**src/rtl/sha3_pkg.sv**
```systemverilog
// Shared types and constants for the SHA3 digest transmit path.
//   sha3_id_e    : SHA3 variant selector (224/256/384/512)
//   digest_bits  : digest length in bits for a variant
//   lane_t       : one 64-bit Keccak lane
//   CAP_BITS     : width of the capture/shift register
//   CNT_W        : beat counter width
// Optional feature macro: SHA3_TX_FULLSTATE_EN (widens capture to the full state).
package sha3_pkg;

    typedef enum logic [1:0] {
        SHA3_224 = 2'd0,
        SHA3_256 = 2'd1,
        SHA3_384 = 2'd2,
        SHA3_512 = 2'd3
    } sha3_id_e;

    typedef enum logic {
        IDLE = 1'b0,
        SEND = 1'b1
    } tx_state_e;

    typedef logic [63:0] lane_t;

    localparam int LANE_BYTES = 8;
    localparam int STATE_BITS = 1600;

`ifdef SHA3_TX_FULLSTATE_EN
    localparam int CAP_BITS = STATE_BITS;
`else
    localparam int CAP_BITS = 512;
`endif

    // Sized for the longest possible stream (200 byte beats) plus one.
    localparam int CNT_W = $clog2(STATE_BITS / 8 + 1);

    function automatic int unsigned digest_bits(input sha3_id_e id);
        case (id)
            SHA3_224: return 224;
            SHA3_256: return 256;
            SHA3_384: return 384;
            default:  return 512;
        endcase
    endfunction

endpackage

```
**src/rtl/sha3_digest_tx_if.sv**
```systemverilog
// AXI-Stream style beat interface for the SHA3 digest output.
//   TVALID : beat valid (master -> slave)
//   TDATA  : WIDTH-bit beat data (master -> slave)
//   TLAST  : final beat marker (master -> slave)
//   TREADY : downstream accept (slave -> master)
interface sha3_digest_tx_if #(
    parameter int WIDTH = 16
) ();
    logic             TVALID;
    logic [WIDTH-1:0] TDATA;
    logic             TLAST;
    logic             TREADY;

    modport master (output TVALID, output TDATA, output TLAST, input TREADY);
    modport slave  (input TVALID, input TDATA, input TLAST, output TREADY);
endinterface

```
**src/rtl/sha3_digest_pack.sv**
```systemverilog
// Combinational digest packer: reorders the Keccak state into digest byte order
// with byte 0 in the MSBs of the output vector, zeroing bytes beyond the digest.
//   Dout       : Keccak state, lane (x,y) = Dout[x][y]
//   id         : SHA3 variant
//   full_state : (SHA3_TX_FULLSTATE_EN only) keep all 200 state bytes
//   digest     : CAP_BITS-wide byte-ordered vector
module sha3_digest_pack
    import sha3_pkg::*;
(
    input  logic [0:4][0:4][63:0] Dout,
    input  sha3_id_e              id,
`ifdef SHA3_TX_FULLSTATE_EN
    input  logic                  full_state,
`endif
    output logic [CAP_BITS-1:0]   digest
);

    localparam int NBYTES = CAP_BITS / 8;

    logic [7:0]  keep_bytes;
    logic [24:0] lane_unused_par;
    logic        unused_lanes;

    always_comb begin
        keep_bytes = 8'(digest_bits(id) / 8);
`ifdef SHA3_TX_FULLSTATE_EN
        if (full_state) begin
            keep_bytes = 8'(STATE_BITS / 8);
        end
`endif
    end

    // Byte gi lives in lane L = gi/8 (x = L%5, y = L/5), little-endian within the lane.
    generate
        for (genvar gi = 0; gi < NBYTES; gi++) begin : g_byte
            assign digest[CAP_BITS-1-8*gi -: 8] =
                (8'(gi) < keep_bytes) ? Dout[(gi/LANE_BYTES)%5][(gi/LANE_BYTES)/5][8*(gi%LANE_BYTES) +: 8]
                                      : 8'h00;
        end
    endgenerate

    // Lanes past the capture width are never transmitted; fold them away.
    generate
        for (genvar gi = 0; gi < 25; gi++) begin : g_lane_sink
            if (gi * LANE_BYTES >= NBYTES) begin : g_drop
                assign lane_unused_par[gi] = ^Dout[gi%5][gi/5];
            end else begin : g_keep
                assign lane_unused_par[gi] = 1'b0;
            end
        end
    endgenerate

    assign unused_lanes = ^lane_unused_par;

endmodule

```
**src/rtl/sha3_digest_tx.sv**
```systemverilog
// SHA3 digest transmitter: captures the final Keccak state on start and streams the
// digest as WIDTH-bit beats, first byte in the MSBs.
//   ACLK, ARESET : clock, asynchronous active-high reset
//   start, ID    : capture request and SHA3 variant (sampled together)
//   Dout         : Keccak state
//   full_state   : (SHA3_TX_FULLSTATE_EN only) stream the whole 1600-bit state
//   busy         : transfer in progress
//   axis         : beat stream (TVALID/TDATA/TLAST out, TREADY in)
// Optional feature macro: SHA3_TX_FULLSTATE_EN.
module sha3_digest_tx
    import sha3_pkg::*;
#(
    parameter int WIDTH = 16
) (
    input  logic                  ACLK,
    input  logic                  ARESET,
    input  logic                  start,
    input  logic [1:0]            ID,
    input  logic [0:4][0:4][63:0] Dout,
`ifdef SHA3_TX_FULLSTATE_EN
    input  logic                  full_state,
`endif
    output logic                  busy,
    sha3_digest_tx_if.master      axis
);

    generate
        if (!(WIDTH == 8 || WIDTH == 16 || WIDTH == 32)) begin : g_bad_width
            $error("sha3_digest_tx: WIDTH must be 8, 16 or 32");
        end
    endgenerate

    tx_state_e            state_reg, state_next;
    logic [CNT_W-1:0]     cnt_reg, cnt_next;
    logic [CNT_W-1:0]     beats_reg, beats_next;
    logic [CAP_BITS-1:0]  cap_reg, cap_next;
    logic                 tlast_reg, tlast_next;
    logic [CAP_BITS-1:0]  packed_digest;
    logic [10:0]          sel_bits;

    sha3_digest_pack u_pack (
        .Dout       (Dout),
        .id         (sha3_id_e'(ID)),
`ifdef SHA3_TX_FULLSTATE_EN
        .full_state (full_state),
`endif
        .digest     (packed_digest)
    );

    always_ff @(posedge ACLK or posedge ARESET) begin
        if (ARESET) begin
            state_reg <= IDLE;
            cnt_reg   <= '0;
            beats_reg <= '0;
            cap_reg   <= '0;
            tlast_reg <= 1'b0;
        end else begin
            state_reg <= state_next;
            cnt_reg   <= cnt_next;
            beats_reg <= beats_next;
            cap_reg   <= cap_next;
            tlast_reg <= tlast_next;
        end
    end

    always_comb begin
        state_next = state_reg;
        cnt_next   = cnt_reg;
        beats_next = beats_reg;
        cap_next   = cap_reg;
        tlast_next = tlast_reg;

        sel_bits = 11'(digest_bits(sha3_id_e'(ID)));
`ifdef SHA3_TX_FULLSTATE_EN
        if (full_state) begin
            sel_bits = 11'(STATE_BITS);
        end
`endif

        case (state_reg)
            IDLE: begin
                if (start) begin
                    state_next = SEND;
                    cnt_next   = '0;
                    beats_next = CNT_W'(sel_bits / 11'(WIDTH));
                    cap_next   = packed_digest;
                    // Shortest stream is 7 beats, so the first beat is never last.
                    tlast_next = 1'b0;
                end
            end
            SEND: begin
                if (axis.TREADY) begin
                    // The capture register is a shift register; the presented beat is its top slice.
                    cap_next = cap_reg << WIDTH;
                    if (tlast_reg) begin
                        state_next = IDLE;
                        tlast_next = 1'b0;
                    end else begin
                        cnt_next   = cnt_reg + 1'b1;
                        tlast_next = (cnt_reg + CNT_W'(2) == beats_reg);
                    end
                end
            end
            default: state_next = IDLE;
        endcase
    end

    assign axis.TVALID = (state_reg == SEND);
    assign axis.TDATA  = cap_reg[CAP_BITS-1 -: WIDTH];
    assign axis.TLAST  = tlast_reg;
    assign busy        = (state_reg == SEND);

endmodule
```
**src/flat_wrapper.sv**
```systemverilog
// flat-port wrapper written by rule: the top's interface ports become plain ports
module sha3_digest_tx_flat import sha3_pkg::*;
#(
    parameter int WIDTH = 16
)
  (ACLK, ARESET, start, ID, Dout, busy, axis_TVALID, axis_TDATA, axis_TLAST, axis_TREADY);
  sha3_digest_tx_if #(.WIDTH(WIDTH)) axis_i ();
  input  logic ACLK;
  input  logic ARESET;
  input  logic start;
  input  logic [1:0] ID;
  input  logic [0:4][0:4][63:0] Dout;
  output logic busy;
  output wire logic [$bits(axis_i.TVALID)-1:0] axis_TVALID;
  output wire logic [$bits(axis_i.TDATA)-1:0] axis_TDATA;
  output wire logic [$bits(axis_i.TLAST)-1:0] axis_TLAST;
  input wire logic [$bits(axis_i.TREADY)-1:0] axis_TREADY;
  assign axis_TVALID = axis_i.TVALID;
  assign axis_TDATA = axis_i.TDATA;
  assign axis_TLAST = axis_i.TLAST;
  assign axis_i.TREADY = axis_TREADY;
  sha3_digest_tx #(.WIDTH(WIDTH)) u_core (.ACLK(ACLK), .ARESET(ARESET), .start(start), .ID(ID), .Dout(Dout), .busy(busy), .axis(axis_i));
endmodule
```
**config.mk**
```make
export PLATFORM = sky130hd
export DESIGN_NAME = sha3_digest_tx_flat
export DESIGN_NICKNAME = d
export VERILOG_FILES = /design/src/rtl/sha3_pkg.sv /design/src/rtl/sha3_digest_tx_if.sv /design/src/rtl/sha3_digest_pack.sv /design/src/rtl/sha3_digest_tx.sv /design/src/flat_wrapper.sv
export SDC_FILE = /design/constraint.sdc
export NUM_CORES = 1
export LEC_CHECK = 0
export BUFFER_PORTS_ARGS = -buffer_cell sky130_fd_sc_hd__buf_2
export CAP_MARGIN = 20
export CORE_AREA = 2 2 634 636
export CTS_BUF_LIST = sky130_fd_sc_hd__clkbuf_4 sky130_fd_sc_hd__clkbuf_8
export DETAILED_ROUTE_END_ITERATION = 6
export DIE_AREA = 0 0 636 638
export PLACE_DENSITY = 0.3
export SYNTH_ARGS = -nofsm -noshare
export SYNTH_HDL_FRONTEND = slang
export SYNTH_SLANG_ARGS = --single-unit
```
**constraint.sdc**
```tcl
create_clock -name ACLK -period 42.6 [get_ports ACLK]
set_input_delay 4.26 -clock ACLK [delete_from_list [all_inputs] [get_ports ACLK]]
set_output_delay 4.26 -clock ACLK [all_outputs]
set_load 0.005 [all_outputs]
```
# After elaboration in Yosys (flattened, before gate mapping)
# Cells that the tools add are included.
# Widths: inputs -> output; s select.
[classes]
n_reduce_logical = 4
n_eq_ne = 6
add_sub_neg = 2
magnitude_cmp = 64
n_bitwise = 1
muxes = 80
[op_table]
columns = ["operator", "n"]
rows = [
  ["$mux 512", 2],
  ["$pmux 512 s2", 1],
  ["$mux 8", 67],
  ["$lt 6x8->1 const A", 32],
  ["$lt 5x8->1 const A", 16],
  ["$lt 4x8->1 const A", 8],
  ["$lt 3x8->1 const A", 4],
  ["$pmux 10 s3", 1],
  ["$lt 1x8->1 const A", 2],
  ["$lt 2x8->1 const A", 2],
  ["$pmux 8 s2", 1],
  ["$add 8x1->8 const B", 1],
  ["$add 8x2->8 const B", 1],
  ["$eq 8x7->1", 1],
  ["$mux 1", 6],
  ["$ne 2x2->1 const B", 3],
  ["$pmux 1 s2", 2],
  ["$reduce_and 2->1", 2],
  ["$reduce_and 3->1", 1],
  ["$eq 2x1->1 const B", 1],
  ["$eq 2x2->1 const B", 1],
  ["$logic_not 2->1", 1],
  ["$not 1->1", 1],
]
[word_totals]
regBits = 529
elab_cells = 162

# Logic depth before layout (Yosys ltp)
[logic_depth]
word_depth = 6
ltp_mapped = 8

# Cells and area by module
# A second synthesis with hierarchy kept.
[unflattened]
cells_unflattened = 2848
hier_area_um2 = 26979.6
[modules_own_cells]
columns = ["module", "cells_each", "area_each_um2", "instances"]
rows = [
  ["sha3_digest_tx", 2288, 24024.3, 1],
  ["sha3_digest_pack", 560, 2955.3, 1],
]

# Worst setup path after synthesis
# No wires, ideal clock.
[synth_timing]
kind = "input -> register"
startpoint = "input ID[0]"
endpoint = "register u_core.cap_reg[32]"
cell_stages = 8
arrival_time_ns = 5.328
path_buffers = 3
setup_time_ns = 0.083
slack_ns = 37.190
t_required_ns = 42.517
path_cell_list = "ha_1 > clkbuf_1 > buf_2 > buf_1 > nand2_1 > nor2_1 > a21oi_1 > o21ai_0"
[synth_between]
elab_chain_cells = 6
elab_cells_between_ends = 8
[synth_lines]
columns = ["element", "line", "text"]
rows = [
  ["start, declared", "flat_wrapper.sv:11", "input logic [1:0] ID;"],
  ["$eq 2x2->1, or another cell as far along", "sha3_pkg.sv:37", "case (id)"],
  ["$pmux 10 s3 *", "sha3_pkg.sv:37", ""],
  ["$lt 6x8->1 *", "sha3_digest_pack.sv:37", "(8'(gi) < keep_bytes) ? Dout[(gi/LANE_BYTES)%5][(gi/LANE_BYTES)/5][8*(gi%LANE_BYTES) +: 8]"],
  ["$mux 8 *", "sha3_digest_pack.sv:37", ""],
  ["$mux 512 *", "sha3_digest_tx.sv:82", "if (start) begin"],
  ["$pmux 512 s2 *", "sha3_digest_tx.sv:80", "case (state_reg)"],
  ["end signal, assigned", "sha3_digest_tx.sv:61", "cap_reg <= cap_next;"],
  ["end, declared", "sha3_digest_tx.sv:36", "logic [CAP_BITS-1:0] cap_reg, cap_next;"],
]
# Mark *: on every way between the ends. The rest lies on a longest branch, timed or not. The select of a mux whose other input is x is not followed.
# A chain may end at the register's enable or synchronous reset.

# Worst setup path after layout
[layout_timing]
startpoint = "input start"
endpoint = "register u_core.cap_reg[312]"
[layout_between]
elab_chain_cells = 2
[layout_lines]
columns = ["element", "line", "text"]
rows = [
  ["start, declared", "flat_wrapper.sv:10", "input logic start;"],
  ["$ne 2x2->1 (no line)", "n/a", ""],
  ["$reduce_and 2->1 (no line)", "n/a", ""],
]
# No other way between the ends.

==> flow_summary.toml <==
[worst_setup_path]
arrival_ps = 7740
r2r_cells = 5
cp-end-kind = "flip-flop"
path_max_fanout = 214
crit_required_ps = 43340
critPathKind = "in -> reg"
r2r-end = "u_core.cap_reg[312]$_DFFE_PP0P_"
reg2reg_slack_ps = 38010
reg2reg_from = "u_core.axis.TVALID$_DFF_PP0_"
worstSetupStartpointType = "input port"

[power]
p_per_area_nw_per_um2 = 56.4
seq_power_share = 0.397
power.net_switching_w = 0.000756
pwr-share-comb = 0.280
peakVddDrop_mv = 0.0254
clock_power_share = 0.323
swShare = 0.378
p_leak_nw = 14.9
internal-power_w = 0.00124

[clocking]
cts-root-buf = "clkbuf_8"
postCtsSetupRepairBufs = 0
ctsResizeCount = 0
cts-htree-levels = 3
clk_latency_ps = 940
numCtsBuffers = 121
cts_hold_buf = 0
path_clk_slew_ps = 50
cts_tree = "yes"
cts_sinks = 526
clk_path_buf_depth = 4

[cells_and_area]
final_cell_count_no_fill = 8417
largest_reg_flops = 512
area_delta_synth_final_pct = 45.9
drive_gt1_frac = 0.258
finalInstanceArea_um2 = 35500
multi_input_area_um2 = 9970
final_nets = 4655
n_fill_cell = 46500
regArea_um2 = 13200

[logic_synthesis]
syn_avg_cell_area_um2 = 9.45
synth_edf_count = 0
yosys_warnings = 0
ys_ff_latch = 526
synth_flop_cell = "dfrtp_1"
synth.cell_area_um2 = 24300
synthArstFlopShare = 1.00
ys_types = 41
synth_top_area_cell = "dfrtp_1"
yosysSeqAreaShare = 0.541
synth.top_cell.area_share = 0.541
synth_fp_nets = 4188
synthCells = 2575
yosys-top-cells-area = "dfrtp_1 (54%), nand2_1 (9.6%), mux2i_1 (9.2%), o21ai_0 (5.2%), o21ai_1 (5.1%)"

[global_route]
antenna_found_initial = 137
grtUsageTotal = 0.0588
grt_pass1_wl_um = 169000
overflow = 0
grt_pass1_vias = 21100
grt_start_max_net_pins = 231

[job]
cap_violations = 0

[timing]
finalMaxSlewViolations = 0
rsz0062_at_grt = "no"
worst_pin_slew_ps = 1070
setup_viol = 0
timing_hold_violations_final = 0
worst_slack_ps = 35600
whs_ps = 476
finClkSkew_ps = 74.4
slew_headroom = 0.283
tns_ps = 0
finalCriticalPeriod_ps = 7000
final.period_utilization = 0.164
max_freq_mhz = 143

[routing]
avgViaCountPerCell = 2.40
drt_iter0_drc = 1070
vias = 20200
routedWlPerCell_um = 14.5
routed_wl_um = 122000
ant_nets = 0
drc = 0
firstDrtPassIters = 5

[floorplan]
core_area_um2 = 399000
fp.dieW_um = 636
die_h_um = 638
die_area_um2 = 406000
start_util = 0.0610
row_count = 232
pin_count = 1625

[placed_design]
portBuffers = 536
dp_slack_ps = 34640
place_area_um2 = 32800
post-dp-hpwl_um = 92200
gp_congestion = 0.736
placedCellCount = 8183

[hold_path]
hold_depth = 2
worstHoldStart = "u_core.cap_reg[351]$_DFFE_PP0P_"
min_path_type = "reg -> reg"
whs_endpoint = "u_core.cap_reg[351]$_DFFE_PP0P_"

[run_status]
status = "finished, final reports clean"
==> logic make-up (layout without fill, tap and decap cells) <==
family / after synthesis / count (layout) / share of synthesized area
compound gates: 803 / 803 / 0.186
simple gates: 764 / 764 / 0.120
flops: 526 / 526 / 0.541
buf+inv: 237 / 793 / 0.0513
mux: 226 / 226 / 0.0936
xor+xnor: 12 / 12 / 0.00432
fa+ha+maj: 7 / 7 / 0.00360
other cells: 0 / 21 / 0
==> layout make-up <==
| class | count | area share |
|---|---|---|
| Sequential cell | 526 | 0.371 |
| Multi-Input combinational cell | 1812 | 0.281 |
| Tap cell | 5265 | 0.186 |
| Timing Repair Buffer | 576 | 0.0867 |
| Clock buffer | 191 | 0.0663 |
| Clock inverter | 21 | 0.00705 |
| Antenna cell | 21 | 0.00148 |
| Inverter | 5 | 0.000740 |
==> per-layer routing <==
metal  share of wire  vias up  routed length (µm)  track usage
met5          0.0048        -                 585            0
met4           0.027       94                3360       0.0169
met3           0.069      308                8450       0.0208
met2            0.50      583               61400        0.104
met1            0.40     9388               48500       0.0664
li1                -     9852                   -            -
==> cell usage after synthesis, types with 2 or more instances <==
| cell | instances |
|---|---|
| xnor2_1 | 9 |
| nand3_1 | 4 |
| dfrtp_1 | 526 |
| nand4_1 | 3 |
| a22o_1 | 18 |
| clkbuf_1 | 105 |
| a21oi_1 | 115 |
| inv_1 | 5 |
| o21ai_1 | 247 |
| nor2_1 | 121 |
| mux2i_1 | 224 |
| a22oi_1 | 159 |
| ha_1 | 7 |
| a21o_1 | 3 |
| buf_4 | 68 |
| nor3_1 | 3 |
| o21ai_0 | 254 |
| nand2_1 | 622 |
| buf_2 | 49 |
| buf_6 | 5 |
| a31oi_1 | 2 |
| nand2b_1 | 2 |
| xor2_1 | 3 |
| buf_1 | 4 |
==> how the worst max path moves through the flow <==
stage,from,endpoint,slack (ps),depth (start not counted)
after global placement,start,u_core.cap_reg[483]$_DFFE_PP0P_,34710,6
after detailed placement,start,u_core.cap_reg[483]$_DFFE_PP0P_,34640,6
after CTS,u_core.axis.TVALID$_DFF_PP0_,axis_TVALID,35370,2
after floorplan,ARESET,u_core.axis.TLAST$_DFFE_PP0P_,23640,1
after global routing,u_core.axis.TVALID$_DFF_PP0_,axis_TVALID,35320,2
final,start,u_core.cap_reg[312]$_DFFE_PP0P_,35600,6
==> power by group through the flow <==
stage | combinational (W) | sequential, W | clock (W)
finish | 0.000560 | 0.000794 | 0.000647
global route | 0.000645 | 0.000824 | 0.000707
CTS | 0.000598 | 0.000808 | 0.000690
detailed placement | 0.000597 | 0.000816 | 0
global placement | 0.000591 | 0.000811 | 0
floorplan | 0.000382 | 0.000737 | 0
==> per-stage QoR <==
stage	power [W]	utilization
finish	0.00200	0.0890
detailed placement	0.00141	0.0823
CTS	0.00210	0.0888
floorplan	0.00112	-
global route	0.00218	0.0890
global placement	0.00140	0.0823
==> critical path, stage by stage <==
cell     delay, ps
buf_2          140
mux2i_4        560
buf_12         560
buf_12         560
buf_4          830
o21ai_0        210
==> cell usage in the layout, fill, tap and decap left out, types with 2 or more instances in the layout <==
cell type	instances
a21oi_1	115
buf_4	33
diode_2	21
inv_8	3
o21ai_0	254
inv_1	4
clkinvlp_4	3
nor3_1	2
nand2b_1	2
mux2i_1	218
clkinv_2	11
a22oi_1	159
bufinv_16	5
nand2_1	622
buf_12	6
clkbuf_4	44
xor2_1	3
nand4_1	3
a22o_1	18
buf_2	536
mux2i_2	6
nor2_1	119
a31oi_1	2
nand3_1	4
xnor2_1	9
ha_1	6
a21o_1	3
dfrtp_1	525
o21ai_1	247
clkbuf_8	147
No activity file was read; power rests on OpenSTA's default activity.
